===== config.mk =====
export PLATFORM = sky130hd
export DESIGN_NAME = fetch_ctrl
export DESIGN_NICKNAME = d
export VERILOG_FILES = /design/src/rtl/fetch_ctrl.sv
export SDC_FILE = /design/constraint.sdc
export NUM_CORES = 1
export LEC_CHECK = 0
export ABC_CLOCK_PERIOD_IN_PS = 8000
export CORE_ASPECT_RATIO = 0.6
export CORE_UTILIZATION = 30
export DETAILED_ROUTE_END_ITERATION = 8
export GPL_TIMING_DRIVEN = 0
export PLACE_DENSITY = 0.52
export SLEW_MARGIN = 25
export SYNTH_ARGS = -nofsm -noshare
export SYNTH_HDL_FRONTEND = slang
export SYNTH_SLANG_ARGS = --single-unit

===== constraint.sdc =====
create_clock -name clk -period 8 [get_ports clk]
set_input_delay 2 -clock clk [delete_from_list [all_inputs] [get_ports clk]]
set_output_delay 2 -clock clk [all_outputs]
set_load 0.05 [all_outputs]

===== src/rtl/fetch_ctrl.sv =====
// Instruction-fetch sequencer: owns the PC, drives imem every cycle and queues fetched
// {pc, instr} pairs in order for decode; supports branch redirect and halt-on-self-loop.
module fetch_ctrl #(
   parameter int unsigned  N         = 64,
   parameter int unsigned  AW        = 6,
   parameter int unsigned  DEPTH     = 2,
   parameter logic [N-1:0] RESET_PC  = '0,
   parameter logic [31:0]  HALT_WORD = 32'hb400001f
) (
   input  logic          clk,
   input  logic          reset,
   output logic [AW-1:0] imem_addr,
   input  logic [31:0]   imem_q,
   input  logic          redirect_valid,
   input  logic [N-1:0]  redirect_pc,
   output logic [31:0]   instr_out,
   output logic [N-1:0]  pc_out,
   output logic          valid_out,
   input  logic          ready_in,
   output logic          halted
);

   localparam int unsigned PW = (DEPTH > 1) ? $clog2(DEPTH) : 1;
   localparam int unsigned CW = PW + 1;

   typedef enum logic [0:0] {StRun, StHalt} state_e;

   state_e         state_q, state_d;
   logic [N-1:0]   pc_q, pc_d;
   logic [CW-1:0]  count_q, count_d;
   logic [PW-1:0]  rd_ptr_q, rd_ptr_d;
   logic [PW-1:0]  wr_ptr_q, wr_ptr_d;

   logic [N-1:0]   pc_mem    [DEPTH];
   logic [31:0]    instr_mem [DEPTH];

   logic pop;
   logic fetch;

   assign imem_addr = pc_q[AW+1:2];
   assign valid_out = (count_q != '0);
   assign halted    = (state_q == StHalt);

   // Head is forced to zero when empty so decode never sees stale entries.
   assign instr_out = valid_out ? instr_mem[rd_ptr_q] : 32'h0;
   assign pc_out    = valid_out ? pc_mem[rd_ptr_q] : '0;

   assign pop   = valid_out & ready_in;
   assign fetch = (state_q == StRun) & ~redirect_valid & ((count_q < CW'(DEPTH)) | pop);

   always_comb begin
      state_d  = state_q;
      pc_d     = pc_q;
      count_d  = count_q;
      rd_ptr_d = rd_ptr_q;
      wr_ptr_d = wr_ptr_q;

      if (redirect_valid) begin
         // Flush: any concurrent pop is simply dropped along with the rest of the queue.
         state_d  = StRun;
         pc_d     = redirect_pc & ~N'(3);
         count_d  = '0;
         rd_ptr_d = '0;
         wr_ptr_d = '0;
      end else begin
         if (pop) begin
            rd_ptr_d = rd_ptr_q + PW'(1);
         end
         if (fetch) begin
            wr_ptr_d = wr_ptr_q + PW'(1);
            pc_d     = pc_q + N'(4);
            if (imem_q == HALT_WORD) begin
               state_d = StHalt;
            end
         end
         unique case ({fetch, pop})
            2'b10:   count_d = count_q + CW'(1);
            2'b01:   count_d = count_q - CW'(1);
            default: count_d = count_q;
         endcase
      end
   end

   always_ff @(posedge clk) begin
      if (!reset) begin
         state_q  <= StRun;
         pc_q     <= RESET_PC;
         count_q  <= '0;
         rd_ptr_q <= '0;
         wr_ptr_q <= '0;
      end else begin
         state_q  <= state_d;
         pc_q     <= pc_d;
         count_q  <= count_d;
         rd_ptr_q <= rd_ptr_d;
         wr_ptr_q <= wr_ptr_d;
      end
   end

   // Queue payload needs no reset; count gates visibility.
   always_ff @(posedge clk) begin
      if (fetch) begin
         pc_mem[wr_ptr_q]    <= pc_q;
         instr_mem[wr_ptr_q] <= imem_q;
      end
   end

endmodule


# Word level (Yosys, flattened, before mapping)
# Memory sizes are Yosys's and may differ from the RTL's. A register that Yosys moved wholly into a read port is not among the register bits.
# Cells that the tools add are included.
[word_totals]
ff_bits = 69
ram_bits = 192
in_bits = 100
output_inout_bits = 104
mem_count = 2
[memory_table]
columns = ["name", "depth", "word_bits", "rd", "rd_clocked_by_memory_dff", "write_ports", "line", "source"]
rows = [
  ["pc_mem", 2, 64, 1, 1, 1, "34", "logic [N-1:0] pc_mem [DEPTH];"],
  ["instr_mem", 2, 32, 1, 1, 1, "35", "logic [31:0] instr_mem [DEPTH];"],
]
[op_classes]
add_sub_neg = 5
magnitude_cmp = 1
eq_ne = 3
muxes = 11
bitwise = 7
reduce_logical = 5
[ops]
columns = ["cell", "n"]
rows = [
  ["64-bit 2-to-1 mux", 3],
  ["64-bit by 3-bit adder with 64-bit output (second input constant)", 1],
  ["32-bit == test (second input constant)", 1],
  ["32-bit 2-to-1 mux", 1],
  ["1-bit 2-to-1 mux", 6],
  ["2-bit nonzero test", 3],
  ["2-bit case mux with 2 select lines", 1],
  ["1-bit AND", 3],
  ["1-bit NOT", 3],
  ["1-bit adder (second input constant)", 2],
  ["2-bit by 1-bit adder with 2-bit output (second input constant)", 1],
  ["2-bit by 1-bit == test with 1-bit output (second input constant)", 1],
  ["2-bit == test (second input constant)", 1],
  ["2-bit less-than comparator (second input constant)", 1],
  ["2-bit AND reduction", 1],
  ["2-bit OR reduction", 1],
  ["2-bit by 1-bit subtractor with 2-bit output (second input constant)", 1],
  ["1-bit bitwise OR", 1],
]

# Logic depth before layout (Yosys ltp)
[logic_depth]
depth_word = 6
ltp_mapped = 8

# Least setup slack after synthesis
# No wires, ideal clock.
[synth_timing]
path_type = "input to register"
from = "in redirect_valid"
to = "mem instr_mem[0][0] (enable)"
setup_time_ns = 0.547
arrival_ns = 6.636
slack_ns = 0.816
path_stages = 5
path_buffers = 2
cell_sequence = "inv_2 > clkbuf_1 > clkbuf_1 > nand2_1 > nor2_1"
[synth_between]
elab_chain_len = 5
[synth_lines]
columns = ["item", "line", "source"]
rows = [
  ["start, declared", "14", "input logic redirect_valid,"],
  ["1-bit NOT", "49", "assign fetch = (state_q == StRun) & ~redirect_valid & ((count_q < CW'(DEPTH)) | pop);"],
  ["1-bit AND (2 in a row)", "49", ""],
  ["1-bit 2-to-1 mux", "102", "if (fetch) begin"],
  ["1-bit 2-to-1 mux (implied by the code)", "104", "instr_mem[wr_ptr_q] <= imem_q;"],
  ["end, declared", "35", ""],
]
# No other way between the ends.

==> flow_summary_export.csv <==
group,metric,value,unit
clocking,clockBufferDepth,3,
clocking,hold_buffers,0,
die,io_pins,204,
die,core_area,0.0367,mm^2
synth,synth-adder-area-share,0.222,%
global_routing,groute.usage.overall,17.5,%
synth,synth-seq-area-share,62.2,%
drt,dr_total_vias,8299,
synth,synth_flop_cell,"edfxtp_1",
clocking,clkLatencyLatePin,550,ps
final_layout,n_antenna_cell,0,
clocking,cts-buffers-inserted,26,
place,dp.cells,1635,
clocking,cts_resized,0,
clocking,cts.htree.levels,1,
clocking,clockRootBuffer,"clkbuf_16",
worst_setup_path,cp-end-kind,"primary output",
synth,postSynthCellCount,924,
drt,drc_errors,0,
power,power,3.23,mW
drt,ant_nets,0,
final_layout,syn2layout_area_growth,32.7,%
die,die-width,252,um
power,p_per_area,216,mW/mm^2
clocking,clkTransAtPathRegs,60,ps
die,initial_utilization,30.7,%
final_layout,layout_common_cells,"clkdlybuf4s50_1 (199), edfxtp_1 (188), nor2_1 (144), mux2i_1 (99), dfxtp_1 (68)",
synth,synth_seq_cells,256,
final_layout,nNetsFinal,1261,
die,dieArea,0.0384,mm^2
synth,synth_edf_count,188,
synth,synth_warnings,0,
global_routing,grt_antenna_before_repair,1,
worst_setup_path,r2r_slack,5400,ps
global_routing,grt_pass1_vias,8040,
timing,fmax,187,MHz
worst_setup_path,rr_endpoint,"pc_q[62]$_SDFFE_PN0P_",
global_routing,grt_pass1_wl,50700,um
timing,worst_slew_pin_slew,932,ps
place,io_buffers,199,
final_layout,layout-drive-gt1-share,7.21,%
global_routing,grt_max_degree,46,
worst_setup_path,ff2ff_path_depth,8,
timing,period_needed,5340,ps
drt,drt-initial-drc-count,452,
worst_setup_path,worstSetupPathType,"reg2out",
synth,synth-simple-area-share,17.0,%
timing,rsz0062_at_grt,"no",
power,p_leak,4.82,nW
timing,setup_violations,0,
worst_setup_path,r2r-start,"pc_q[3]$_SDFFE_PN0P_",
global_routing,overflow,0,
timing,relSlewSlack,37.3,%
drt,viasPerCell,4.93,
worst_setup_path,worst_ep_required_time,6000,ps
synth,syn_avg_cell_area,12.2,um^2
final_layout,layout_commonest_cell,"clkdlybuf4s50_1",
synth,synth_compound_area_share,6.59,%
timing,hold_viol,0,
worst_setup_path,worstPathArrival,3340,ps
clocking,cts_sinks,256,
worst_setup_path,cp-start-kind,"register",
place,dp_hpwl,25200,um
final_layout,fin_cells,1683,
drt,routed_wl,34100,um
timing,drv_slew,0,
clocking,cts_tree,"done",
drt,detail_route.wl_per_cell,20.3,um
die,chipHeight,152,um
synth,yosys-mux-area-fraction,8.79,%
hold_path,hold_end,"count_q[1]$_SDFFE_PP0P_",
hold_path,whs_path_depth,2,
timing,timing.final.crit_share,66.7,%
synth,synth_xor_area_share,2.56,%
timing,clock_skew,18.0,ps
outcome,outcome,"finished clean",
synth,synth_top_family_by_area,"simple AND/OR/NAND/NOR gates",
synth,syn_area,0.0113,mm^2
synth,ys_types,60,
die,rows,54,
timing,fin_tns_setup,0,ps
worst_setup_path,worstPathMaxFanout,10,
hold_path,hp-start,"count_q[1]$_SDFFE_PP0P_",
synth,async_flop_share,0,%
hold_path,hp-class,"reg2reg",
power,ir_drop,0.126,mV
clocking,cts_setup_buffers,0,
drt,first_pass_iters,6,
place,gp_congestion,0.851,
flow_run,cap_violations,0,
## per-stage QoR
stage / util [%] / setup slack (ps) / hold WS [ps] / cell area (um^2)
2_1_floorplan: - / 816 / 447 / 11300
3_3_place_gp: 37.9 / -3090 / 496 / 13900
3_5_place_dp: 38.4 / 2820 / 505 / 14100
4_1_cts: 40.8 / 2540 / 518 / 15000
5_1_grt: 40.8 / 2490 / 530 / 15000
6_report: 40.8 / 2660 / 515 / 15000
## worst max-delay path: stages, from the launching register on
cell,delay [ps]
dfxtp_1,310
clkbuf_1,150
buf_2,420
clkbuf_1,640
mux2i_1,160
nor2_1,260
clkdlybuf4s50_1,860
## sequential cells by signal, summed over array words and instances (netlist names), named ones only
signal     flops
pc_mem       124
count_q        2
pc_q          62
halted         1
instr_mem     64
wr_ptr_q       1
rd_ptr_q       1
## per-layer routing
layer	vias up	wire, um	share of wire, %	global-route usage [%]
met3	38	2390	7.0	4.10
met5	-	0	0	0
li1	3956	-	-	-
met1	4051	17100	50	27.0
met4	0	538	1.6	3.23
met2	254	14100	41	24.8
## cells in the mapped netlist, types with 4 or more instances
library cell | count | area (um^2)
xnor2_1 | 15 | 131
and4_1 | 8 | 70.1
nor2b_1 | 8 | 50.1
nor3_1 | 14 | 70.1
nand4_4 | 4 | 85.1
edfxtp_1 | 188 | 5650
nand2_1 | 38 | 143
nand4_1 | 23 | 144
nor2_1 | 145 | 544
a211oi_1 | 21 | 158
inv_1 | 7 | 26.3
a311oi_1 | 5 | 43.8
nor4b_1 | 4 | 35.0
o31ai_1 | 9 | 67.6
dfxtp_1 | 68 | 1360
xor2_1 | 18 | 158
o21ai_0 | 43 | 215
or3_1 | 6 | 37.5
nand2b_1 | 7 | 43.8
nor4_1 | 18 | 113
and3_1 | 12 | 75.1
buf_1 | 8 | 30.0
mux2i_1 | 99 | 991
or4_1 | 10 | 75.1
buf_4 | 10 | 75.1
nand3_1 | 25 | 125
clkbuf_1 | 38 | 143
a21oi_1 | 14 | 70.1
a31oi_1 | 12 | 75.1
## worst max path at each step
stage | endpoint | start | depth (start not counted)
floorplan | instr_mem[0][0]$_DFFE_PP_ | redirect_valid | 5
CTS | pc_out[18] | register | 6
global route | pc_out[18] | register | 6
detailed placement | pc_mem[0][54]$_DFFE_PP_ | redirect_valid | 8
finish | pc_out[18] | register | 6
global placement | pc_mem[0][54]$_DFFE_PP_ | redirect_valid | 6
## layout make-up
class | instances | area [um^2]
clock inverters | 19 | 199
well taps | 504 | 631
inverters | 8 | 30.0
clock buffers | 29 | 683
multi-input cells | 603 | 3990
flip-flops and latches | 256 | 7010
plain buffers | 58 | 267
repair buffers | 206 | 2160
fillers | 3504 | 21700
## cell families (layout without fill, tap and decap cells)
family                   count (synthesis)  after routing
other                                    1              2
AND/OR/NAND/NOR                        351            351
buffers and inverters                   66            320
AO/OA/AOI/OAI                          116            116
flip-flops                             256            256
adder cells (fa/ha/maj)                  2              2
multiplexers                            99             99
XOR/XNOR                                33             33
## report_power, final
group          total, mW  internal, mW  switching, mW
logic              0.407         0.157          0.250
clock network       1.26         0.744          0.518
registers           1.56          1.50         0.0593
(Power assumes the default switching activity.)
